$ cat src/rtl/quad_sched_pkg.sv
// Shared types and defaults for the time-multiplexed quadrature decode scheduler.
package quad_sched_pkg;

   localparam int N_CH_DEF  = 4;
   localparam int CNT_W_DEF = 8;

   typedef enum logic [1:0] {
      CLR_IDLE,
      CLR_PEND,
      CLR_ACKW
   } clr_state_t;

   // Per-channel decode state; the count lives in a separate array because
   // its width is a module parameter.
   typedef struct packed {
      logic pa;
      logic pb;
      logic primed;
      logic err;
   } ch_state_t;

endpackage

$ cat src/rtl/quad_sync2.sv
// Two-flop synchronizer for asynchronous level inputs; output lags input by two clk edges.
module quad_sync2 #(
   parameter int W = 1
) (
   input  logic         clk,
   input  logic         rst_n,
   input  logic [W-1:0] i_d,
   output logic [W-1:0] o_q
);

   logic [W-1:0] r_meta;
   logic [W-1:0] r_sync;

   always_ff @(posedge clk or negedge rst_n) begin
      if (!rst_n) begin
         r_meta <= '0;
         r_sync <= '0;
      end else begin
         r_meta <= i_d;
         r_sync <= r_meta;
      end
   end

   assign o_q = r_sync;

endmodule

$ cat src/rtl/quad_rr_sched.sv
// N_CH quadrature decoders sharing one read-modify-write datapath, one channel per clock.
// Registered host read port (1-cycle latency) and a level req / pulse ack channel clear.
module quad_rr_sched
   import quad_sched_pkg::*;
#(
   parameter int N_CH  = N_CH_DEF,
   parameter int CH_W  = $clog2(N_CH),
   parameter int CNT_W = CNT_W_DEF
) (
   input  logic             clk,
   input  logic             rst_n,
   input  logic [N_CH-1:0]  quad_a,
   input  logic [N_CH-1:0]  quad_b,
   input  logic [N_CH-1:0]  ch_en,
   input  logic             clr_req,
   input  logic [CH_W-1:0]  clr_ch,
   output logic             clr_ack,
   input  logic [CH_W-1:0]  rd_ch,
   output logic [CNT_W-1:0] rd_data,
   output logic             rd_err,
   output logic [N_CH-1:0]  err,
   output logic [CH_W-1:0]  cur_slot
);

   logic [N_CH-1:0]  w_sa;
   logic [N_CH-1:0]  w_sb;
   logic [CH_W-1:0]  r_slot;
   ch_state_t        r_st  [N_CH];
   logic [CNT_W-1:0] r_cnt [N_CH];
   clr_state_t       r_clr_st;
   clr_state_t       w_clr_nxt;
   logic [CH_W-1:0]  r_clr_ch;
   logic             r_clr_ack;
   logic             w_clr_hit;
   logic             w_clr_lat;
   logic [CNT_W-1:0] r_rd_data;
   logic             r_rd_err;
   ch_state_t        w_cur;
   ch_state_t        w_nxt;
   logic [CNT_W-1:0] w_nxt_cnt;
   logic             w_sa_k;
   logic             w_sb_k;
   logic             w_ce;
   logic             w_dir;

   quad_sync2 #(.W(N_CH)) u_sync_a (
      .clk   (clk),
      .rst_n (rst_n),
      .i_d   (quad_a),
      .o_q   (w_sa)
   );

   quad_sync2 #(.W(N_CH)) u_sync_b (
      .clk   (clk),
      .rst_n (rst_n),
      .i_d   (quad_b),
      .o_q   (w_sb)
   );

   assign w_cur  = r_st[r_slot];
   assign w_sa_k = w_sa[r_slot];
   assign w_sb_k = w_sb[r_slot];
   assign w_ce   = w_sa_k ^ w_cur.pa ^ w_sb_k ^ w_cur.pb;
   assign w_dir  = w_sa_k ^ w_cur.pb;

   always_comb begin
      w_clr_nxt = r_clr_st;
      w_clr_hit = 1'b0;
      w_clr_lat = 1'b0;
      case (r_clr_st)
         CLR_IDLE: begin
            if (clr_req) begin
               w_clr_lat = 1'b1;
               w_clr_nxt = CLR_PEND;
            end
         end
         CLR_PEND: begin
            if (r_slot == r_clr_ch) begin
               w_clr_hit = 1'b1;
               w_clr_nxt = CLR_ACKW;
            end
         end
         CLR_ACKW: begin
            if (!clr_req) w_clr_nxt = CLR_IDLE;
         end
         default: w_clr_nxt = CLR_IDLE;
      endcase
   end

   // Unprimed or disabled channels only track the pins, so re-enable never jumps.
   always_comb begin
      w_nxt     = w_cur;
      w_nxt_cnt = r_cnt[r_slot];
      if (!w_cur.primed || !ch_en[r_slot]) begin
         w_nxt.pa     = w_sa_k;
         w_nxt.pb     = w_sb_k;
         w_nxt.primed = ch_en[r_slot];
      end else if ((w_sa_k != w_cur.pa) && (w_sb_k != w_cur.pb)) begin
         w_nxt.pa  = w_sa_k;
         w_nxt.pb  = w_sb_k;
         w_nxt.err = 1'b1;
      end else if (w_ce) begin
         w_nxt.pa  = w_sa_k;
         w_nxt.pb  = w_sb_k;
         w_nxt_cnt = w_dir ? r_cnt[r_slot] + CNT_W'(1) : r_cnt[r_slot] - CNT_W'(1);
      end
      if (w_clr_hit) begin
         w_nxt_cnt    = '0;
         w_nxt.err    = 1'b0;
         w_nxt.primed = 1'b0;
      end
   end

   always_ff @(posedge clk or negedge rst_n) begin
      if (!rst_n) begin
         r_slot    <= '0;
         r_clr_st  <= CLR_IDLE;
         r_clr_ch  <= '0;
         r_clr_ack <= 1'b0;
         r_rd_data <= '0;
         r_rd_err  <= 1'b0;
         for (int i = 0; i < N_CH; i++) begin
            r_st[i]  <= '0;
            r_cnt[i] <= '0;
         end
      end else begin
         r_slot        <= (r_slot == CH_W'(N_CH - 1)) ? '0 : r_slot + CH_W'(1);
         r_clr_st      <= w_clr_nxt;
         r_clr_ack     <= w_clr_hit;
         r_st[r_slot]  <= w_nxt;
         r_cnt[r_slot] <= w_nxt_cnt;
         r_rd_data     <= r_cnt[rd_ch];
         r_rd_err      <= r_st[rd_ch].err;
         if (w_clr_lat) r_clr_ch <= clr_ch;
      end
   end

   always_comb begin
      err = '0;
      for (int i = 0; i < N_CH; i++) err[i] = r_st[i].err;
   end

   assign clr_ack  = r_clr_ack;
   assign rd_data  = r_rd_data;
   assign rd_err   = r_rd_err;
   assign cur_slot = r_slot;

endmodule

$ cat config.mk
export PLATFORM = sky130hd
export DESIGN_NAME = quad_rr_sched
export DESIGN_NICKNAME = d
export VERILOG_FILES = /design/src/rtl/quad_sched_pkg.sv /design/src/rtl/quad_sync2.sv /design/src/rtl/quad_rr_sched.sv
export SDC_FILE = /design/constraint.sdc
export NUM_CORES = 1
export LEC_CHECK = 0
export ABC_AREA = 1
export CAP_MARGIN = 20
export CORE_MARGIN = 5
export CORE_UTILIZATION = 30
export DETAILED_ROUTE_END_ITERATION = 8
export PLACE_DENSITY = 0.47
export SLEW_MARGIN = 0
export SYNTH_ARGS = -nofsm -noshare
export SYNTH_HDL_FRONTEND = slang
export SYNTH_SLANG_ARGS = --single-unit
$ cat constraint.sdc
create_clock -name clk -period 4.4 [get_ports clk]
set_input_delay 0.44 -clock clk [delete_from_list [all_inputs] [get_ports clk]]
set_output_delay 0.44 -clock clk [all_outputs]
set_load 0.02 [all_outputs]
==> Word level (Yosys, flattened, before mapping) <==
Index checks and enable logic that the tools add are counted.
{ "totals": {"out_inout_bits": 16, "inputBits": 19, "word_cells": 104, "ramBits": 0, "memories": 0, "latchBits": 0, "regBits": 80, "rom_bits": 0} }
{ "op_classes": {"n_mul": 0, "add_sub_neg": 3, "n_div": 0, "shift": 0, "n_eq_ne": 9, "muxes": 45, "reduce_logical": 7, "n_lt_le_gt_ge": 4, "bitwise_logic": 6} }
{ "ops": {"columns": ["op", "n"], "rows": [
  ["$mux W8", 10],
  ["$bmux W8 S2", 2],
  ["$bwmux W32", 1],
  ["$bmux W4 S2", 2],
  ["$bwmux W16", 1],
  ["$demux W8 S2", 1],
  ["$mux W2", 8],
  ["$mux W1", 12],
  ["$mux W4", 3],
  ["$add A8 B1 Y8 const B", 1],
  ["$demux W4 S2", 1],
  ["$sub A8 B1 Y8 const B", 1],
  ["$bmux W1 S2", 3],
  ["$ge A3 B3 Y1 const B", 2],
  ["$ne A2 B2 Y1 const B", 3],
  ["$not A2 Y3", 2],
  ["$pmux W2 S3", 1],
  ["$eq A2 B2 Y1 const B", 2],
  ["$xor A1 B1 Y1", 4],
  ["$lt A2 B3 Y1 const B", 1],
  ["$lt A3 B1 Y1 const B", 1],
  ["$reduce_and A3 Y1", 1],
  ["$add A2 B1 Y2 const B", 1],
  ["$eq A2 B1 Y1 const B", 1],
  ["other kinds (6)", 9]
]} }

==> Logic depth before layout (Yosys ltp) <==
Gate-level depths: netlist of the first run.
{ "logic_depth": {"depth_word": 12, "depth_mapped": 20} }

==> Cells and area by module <==
From an unflattened synthesis of the first run, not the netlist that was laid out.
{ "unflattened": {"hier_cells": 550, "area_unflattened_um2": 4300.4} }
{ "modules_own_cells": {"columns": ["module", "area_each_um2", "cells_per_inst", "instances", "seq_area_each_um2"], "rows": [
  ["quad_rr_sched", 3900.0, 534, 1, 1601.5],
  ["quad_sync2", 200.2, 8, 2, 200.2]
]} }

==> Least setup slack after synthesis of the first run <==
Ideal clock, no wire load.
{ "synth_path": {"kind": "register to register", "from": "register r_slot[0], in the netlist cur_slot[0]", "to": "register r_cnt[7] (netlist name)", "arrival_ps": 2505, "setup_slack_ps": 1777, "synth_period_minus_slack_ps": 2623, "path_stages_with_launch": 18, "path_cell_list": "dfrtp_1 inv_2 buf_2 buf_2 or2_2 a32oi_1 inv_1 ha_1 nand2_1 nand3b_1 nand2_1 nand2_1 nand2_1 nand2_1 nand2_1 nand2_1 nand3_1 nand2_1"} }
{ "synth_via": {"elab_chain_cells": 12, "word_cells_on_any_way": 39, "classes_between": "2 x add/sub; 2 x order compare; 3 x eq/ne; 22 x mux; 5 x bitwise; 5 x reduce/logical"} }
{ "synth_rtl": {"columns": ["element", "line_no", "source"], "rows": [
  ["from (decl)", "quad_rr_sched.sv:27", "logic [CH_W-1:0] r_slot;"],
  ["from (signal assigned)", "quad_rr_sched.sv:127", "r_slot <= (r_slot == CH_W'(N_CH - 1)) ? '0 : r_slot + CH_W'(1);"],
  ["parallel branches: the longest is 11 deep, another holds $sub A8 B1 Y8", null, null],
  ["$bwmux W32 (*)", "quad_rr_sched.sv:131", "r_cnt[r_slot] <= w_nxt_cnt;"],
  ["to (signal, indexed assignment)", "quad_rr_sched.sv:131", null],
  ["to (decl)", "quad_rr_sched.sv:29", "logic [CNT_W-1:0] r_cnt [N_CH];"]
]} }
Mark *: on every way between the ends. The select of a mux whose other input is x is not followed.
A chain may end at the register's enable or synchronous reset.

==> Worst setup path after layout of the first run <==
{ "layout_path": {"from": "register r_slot[0], in the netlist cur_slot[0]", "to": "register r_cnt[27] (netlist name)"} }
The elaborated chain is that of the path after synthesis.

==> flow_summary_export.csv, run 1 <==
group,metric,value,unit
final_layout,n_antenna_cell,0,
sta,hold_viol_final,0,
yosys,synth_top_cell_by_area,"dfrtp_1",
clock_network,max-clock-path-buffers,2,
sta,rsz0062_at_grt,"no",
final_layout,utilization,36.0,%
floorplanning,die_area,0.0167,mm²
clock_network,postCtsSetupBuffers,0,
yosys,synth-compound-area-share,10.3,%
setup_path,end_kind,"flop",
sta,tns,0,ps
setup_path,cp.arrival,3410,ps
clock_network,path_clk_slew,70,ps
setup_path,worstSetupStartpointType,"flop",
floorplanning,core_area,0.0139,mm²
routing,drtIter0Drc,355,
yosys,synthTopCellsByArea,"dfrtp_1, nand2_1, o21ai_0",
global_route,grt_antenna_before_repair,0,
floorplanning,row_count,43,
placement,io_buffers,34,
routing,finalWirelength,11.7,mm
clock_network,ctsHoldBuffers,0,
global_route,grt_pass1_vias,3632,
sta,setup_violations,0,
yosys,synthMuxAreaShare,0.527,%
yosys,synth-seq-cells,80,
setup_path,r2r_slack,1220,ps
yosys,synth_ff_type,"dfrtp_1",
sta,slew_headroom,31.9,%
yosys,synth-simple-area-share,31.1,%
routing,vias_per_cell,4.91,
global_route,grt_overflow,0,
pwr,p_leak,2.41,nW
final_layout,fin_nets,596,
yosys,ys_seq_area_share,46.9,%
sta,hold-worst-slack,50.8,ps
floorplanning,fp.dieW,129,µm
final_layout,mostFrequentLayoutCell,"nand2_1",
sta,report.final.slew_viol_count,0,
yosys,ys_warn_count,0,
setup_path,r2r_cells,15,
job,maxCapViolCount,0,
sta,finalCriticalPeriod,3180,ps
setup_path,required,4620,ps
min_path,hold_path.class,"in -> async",
routing,first_pass_iters,5,
routing,wl_per_cell,15.6,µm
sta,period_share,72.4,%
yosys,synth_top_area_share,46.9,%
yosys,synth_cell_type_count,31,
setup_path,crit_chain,"inv_2, nand2_1, nand3_1, nand2_2, nand2_1, nand2_1, ha_1, nand2_1, nand3b_1, nand2_1, nand2_1, nand2_1, nand3_1, nand4_1, nand2_1",
global_route,grt_pass1_wl,19.0,mm
final_layout,drive_gt1_share,7.71,%
floorplanning,io-pin-count,35,
setup_path,cpMostUsedCell,"nand2_1",
sta,max_freq,314,MHz
routing,route.detailed.drc,0,
yosys,syn-cell-area,0.00427,mm²
setup_path,cp_max_fo,40,
setup_path,r2r_start,"cur_slot[0]",
sta,worst_pin_slew,1020,ps
placement,finalWeightedCongestion,0.803,
yosys,async_flop_share,100,%
clock_network,clk_latency,340,ps
clock_network,cts_resized,0,
setup_path,r2r-end,"r_cnt[27]",
final_layout,area_growth,17.3,%
clock_network,tritoncts,"built",
final_layout,final_cell_mix,"nand2_1, dfrtp_1, o21ai_0, inv_1",
floorplanning,initial_core_util,30.7,%
routing,vias,3690,
global_route,grt_usage,14.8,%
sta,fin_skew,6.21,ps
yosys,synthXorXnorAreaFrac,0.820,%
yosys,netlist_instances,548,
setup_path,slowest_delay,530,ps
clock_network,cts_root_buf,"clkbuf_16",
placement,dpl.hpwl,7.48,mm
yosys,synth_edf_count,0,
clock_network,cts.sinks,80,
global_route,grt_max_degree,45,
floorplanning,die-height,129,µm
yosys,synth_top_family_by_area,"simple AND/OR/NAND/NOR gates",
clock_network,cts_made_buffers,9,
pwr,vdd_drop_max,0.272,mV
clock_network,cts-htree-levels,3,
yosys,syn_nets,578,
setup_path,crit_slowest_cell,"inv_2",
yosys,synth-adder-area-share,3.40,%
run_status,status,"completed",
setup_path,path_class,"reg -> reg",
pwr,powerDensity,584,mW/mm²
yosys,avgSynthCellArea,7.80,µm²
routing,antenna_left,0,
synthesized netlist by cell type (2+ instances only):
cell type  count
clkbuf_1      14
o21ai_1        3
inv_2          4
or2_2         14
nand3_1       31
dfrtp_1       80
nand2_1      189
a32oi_1        7
nor2_1        33
inv_1         34
o22ai_1        5
buf_2          7
nand4_1       31
mux2_2         2
ha_1          10
a21oi_1       14
xnor2_1        3
buf_4          7
o21ai_0       48
registers in the layout (all words and copies together), names as in the netlist, 2 cells and up:
signal           count
r_cnt               32
cur_slot             2
r_st                12
u_sync_b.o_q         4
r_clr_st             2
u_sync_a.o_q         4
r_clr_ch             2
err                  4
u_sync_b.r_meta      4
u_sync_a.r_meta      4
rd_data              8
per-layer routing:
layer,routed length (µm),track usage (%)
met2,5430,23.5
met4,229,5.87
met5,0,0
met3,648,3.54
met1,5420,19.6
through the flow:
step | setup WS (ps) | cell area [µm²] | cells | power (mW)
floorplan | 1780 | 4270 | 548 | 1.86
global placement | 1360 | 4700 | 735 | 2.15
detailed placement | 1220 | 4700 | 735 | 2.15
CTS | 1220 | 5010 | 751 | 2.96
global route | 848 | 5010 | 751 | 3.16
finish | 1220 | 5010 | 751 | 2.93
layout make-up:
class                      instances  area, µm²
inverter                          38        143
fill                            1430       8920
timing repair buffer              37        360
multi-input combinational        400       1970
clock buffer                       9        225
tap                              180        225
sequential                        80       2000
clock inverter                     7       85.1
worst max path at each step:
stage / startpoint / endpoint / cells after the start
3_3_place_gp: cur_slot[0] / r_cnt[27] / 15
4_1_cts: cur_slot[0] / r_cnt[27] / 15
3_5_place_dp: cur_slot[0] / r_cnt[27] / 15
6_report: cur_slot[0] / r_cnt[27] / 15
2_1_floorplan: cur_slot[0] / r_cnt[7] / 17
5_1_grt: cur_slot[0] / r_cnt[19] / 15
critical path: cells and delay by family, from the launching register on:
kind                     cells  cell delay [ps]
buffers and inverters        1              530
adder cells (fa/ha/maj)      1              470
flip-flops                   1              380
AND/OR/NAND/NOR             13             1660
kinds of logic after synthesis:
group,count (synthesis)
buf+inv,68
fa+ha+maj,11
compound gates,79
simple gates,304
mux,2
flops,80
xor+xnor,4
where the power goes:
group / total, mW / internal (mW) / switching, mW
clock: 0.786 / 0.453 / 0.333
sequential: 1.14 / 0.973 / 0.168
combinational: 0.999 / 0.419 / 0.580
No activity file was read; power rests on OpenSTA's default activity.
==> inputs of run 2 (changes only) <==
Clock period 4.4 ns to 3.1 ns, I/O delays scaled along.
==> run 2 against run 1 <==
First-iteration DRC count increased by 5.4%. Maximum frequency increased by 13%. Cell area increased by 2.0%. Cell count increased by 1.6%. Critical path depth unchanged. Largest cell class unchanged. Clock power increased by 37%. Worst setup slack got worse by 940 ps. Critical path type unchanged. Sequential power increased by 43%. Wire length increased by 0.76%.
==> flow_summary_export.csv, run 2 (synthesized netlist as in run 1, its figures left out) <==
group,metric,value,unit
pwr,p_int,2.63,mW
clock_network,cts_made_buffers,9,
pwr,swShare,36.7,%
final_layout,nFillCells,1416,
global_route,grt_pass1_vias,3696,
min_path,whs_path_depth,0,
setup_path,crit_buf_inv,3,
final_layout,largest_reg_flops,32,
setup_path,cpLargestDelayFamily,"simple AND/OR/NAND/NOR gates",
clock_network,path_clk_slew,60,ps
clock_network,cts_root_buf,"clkbuf_16",
global_route,grt_antenna_before_repair,0,
floorplanning,initial_core_util,30.7,%
floorplanning,die-height,129,µm
pwr,power.switching,1.52,mW
floorplanning,fp.dieW,129,µm
sta,period_share,91.1,%
setup_path,r2r_start,"cur_slot[0]",
global_route,grt_pass1_wl,19.1,mm
setup_path,crit_chain,"buf_4, nand2_1, nand3_1, nand2_2, nand2_1, nand2_1, buf_4, ha_1, nand2_1, inv_1, nand4_1, nand4_1, nand4_1, nand4_1, nand2_1",
setup_path,path_class,"reg -> reg",
sta,report.final.slew_viol_count,0,
final_layout,n_antenna_cell,0,
min_path,min_from,"u_sync_a.r_meta[1]",
setup_path,r2r-end,"r_cnt[14]",
setup_path,cp.arrival,3050,ps
routing,first_pass_iters,6,
floorplanning,die_area,0.0167,mm²
pwr,comb_power_share,34.6,%
sta,hold_viol_final,0,
clock_network,ctsHoldBuffers,0,
pwr,p_seq_share,39.4,%
global_route,grt_overflow,0,
setup_path,cp_max_fo,17,
clock_network,max-clock-path-buffers,2,
pwr,clkPwrFrac,26.0,%
placement,dpl.hpwl,7.90,mm
sta,setup_violations,0,
final_layout,area_growth,19.7,%
final_layout,drive_gt1_share,9.26,%
setup_path,r2r_cells,15,
final_layout,final_cell_mix,"nand2_1, dfrtp_1, o21ai_0, inv_1",
placement,dp_slack,272,ps
routing,finalWirelength,11.8,mm
sta,max_freq,354,MHz
setup_path,r2r_slack,280,ps
clock_network,cts.sinks,80,
placement,io_buffers,34,
floorplanning,row_count,43,
sta,worst_pin_slew,964,ps
floorplanning,io-pin-count,35,
floorplanning,core_area,0.0139,mm²
routing,route.detailed.drc,0,
clock_network,tritoncts,"built",
clock_network,cts_resized,0,
min_path,whs_endpoint,"u_sync_a.o_q[1]",
setup_path,cpMostUsedCell,"nand2_1",
routing,vias,3787,
sta,finalCriticalPeriod,2820,ps
clock_network,clk_latency,350,ps
routing,vias_per_cell,4.96,
min_path,hold_path.class,"reg -> reg",
routing,wl_per_cell,15.5,µm
setup_path,required,3330,ps
run_status,status,"completed",
final_layout,mostFrequentLayoutCell,"nand2_1",
sta,finalWorstSetupSlack,277,ps
sta,slew_headroom,35.7,%
pwr,vdd_drop_max,0.275,mV
pwr,p_leak,2.47,nW
sta,fin_skew,5.34,ps
setup_path,end_kind,"flop",
clock_network,postCtsSetupBuffers,0,
global_route,grt_max_degree,81,
setup_path,worstSetupStartpointType,"flop",
global_route,grt_usage,14.8,%
setup_path,crit_slowest_cell,"dfrtp_1",
final_layout,fin_nets,608,
routing,antenna_left,0,
routing,drtIter0Drc,374,
clock_network,cts-htree-levels,3,
placement,finalWeightedCongestion,0.823,
pwr,powerDensity,811,mW/mm²
job,maxCapViolCount,0,
setup_path,slowest_delay,370,ps
final_layout,top_register,"r_cnt",
sta,rsz0062_at_grt,"no",
sta,tns,0,ps
run 2: cell count changes in the layout (fill, tap and decap cells not counted), sizes merged:
cell         before  now
buf               4   15
inv              43   38
clkbuf            9   11
clkinv            1    3
clkinvlp          0    1
dlygate4sd3       0    1
run 2: power by group through the flow:
stage | clock (mW) | sequential [mW] | combinational [mW]
2_1_floorplan | 0 | 1.62 | 1.03
3_5_place_dp | 0 | 1.64 | 1.43
6_report | 1.08 | 1.63 | 1.44
3_3_place_gp | 0 | 1.65 | 1.44
5_1_grt | 1.15 | 1.68 | 1.62
4_1_cts | 1.11 | 1.63 | 1.44
run 2: final cells by class:
class / count / area, µm² / area share (%)
Clock buffer: 11 / 243 / 4.75
Clock inverter: 5 / 56.3 / 1.10
Inverter: 38 / 143 / 2.79
Multi-Input combinational cell: 400 / 1970 / 38.6
Sequential cell: 80 / 2000 / 39.1
Tap cell: 180 / 225 / 4.40
Timing Repair Buffer: 49 / 473 / 9.25
run 2: through the flow:
stage / instance area [µm²] / util (%) / std cells / hold slack, ps / total power [mW]
2_1_floorplan: 4270 / - / 548 / 14.4 / 2.65
3_3_place_gp: 4780 / 34.3 / 745 / 334 / 3.08
3_5_place_dp: 4780 / 34.3 / 745 / 335 / 3.08
4_1_cts: 5080 / 36.4 / 761 / 190 / 4.18
5_1_grt: 5110 / 36.7 / 763 / 355 / 4.45
6_report: 5110 / 36.7 / 763 / 348 / 4.15
run 2: how the worst max path moves through the flow:
| stage | start | endpoint | slack, ps | cells past startpoint |
|---|---|---|---|---|
| after floorplan | cur_slot[0] | r_cnt[7] | 480 | 17 |
| after global placement | cur_slot[0] | r_cnt[30] | 170 | 15 |
| after detailed placement | cur_slot[0] | r_cnt[14] | 270 | 15 |
| after CTS | cur_slot[0] | r_cnt[14] | 270 | 15 |
| after global routing | cur_slot[0] | r_cnt[30] | 4 | 16 |
| final | cur_slot[0] | r_cnt[14] | 280 | 15 |
run 2: per-layer routing:
| layer | global-route usage [%] | part of all wire [%] | up-vias |
|---|---|---|---|
| met4 | 6.11 | 1.8 | 0 |
| met1 | 20.5 | 48 | 1803 |
| li1 | - | - | 1857 |
| met3 | 3.54 | 5.5 | 14 |
| met5 | 0 | 0 | - |
| met2 | 22.3 | 44 | 113 |
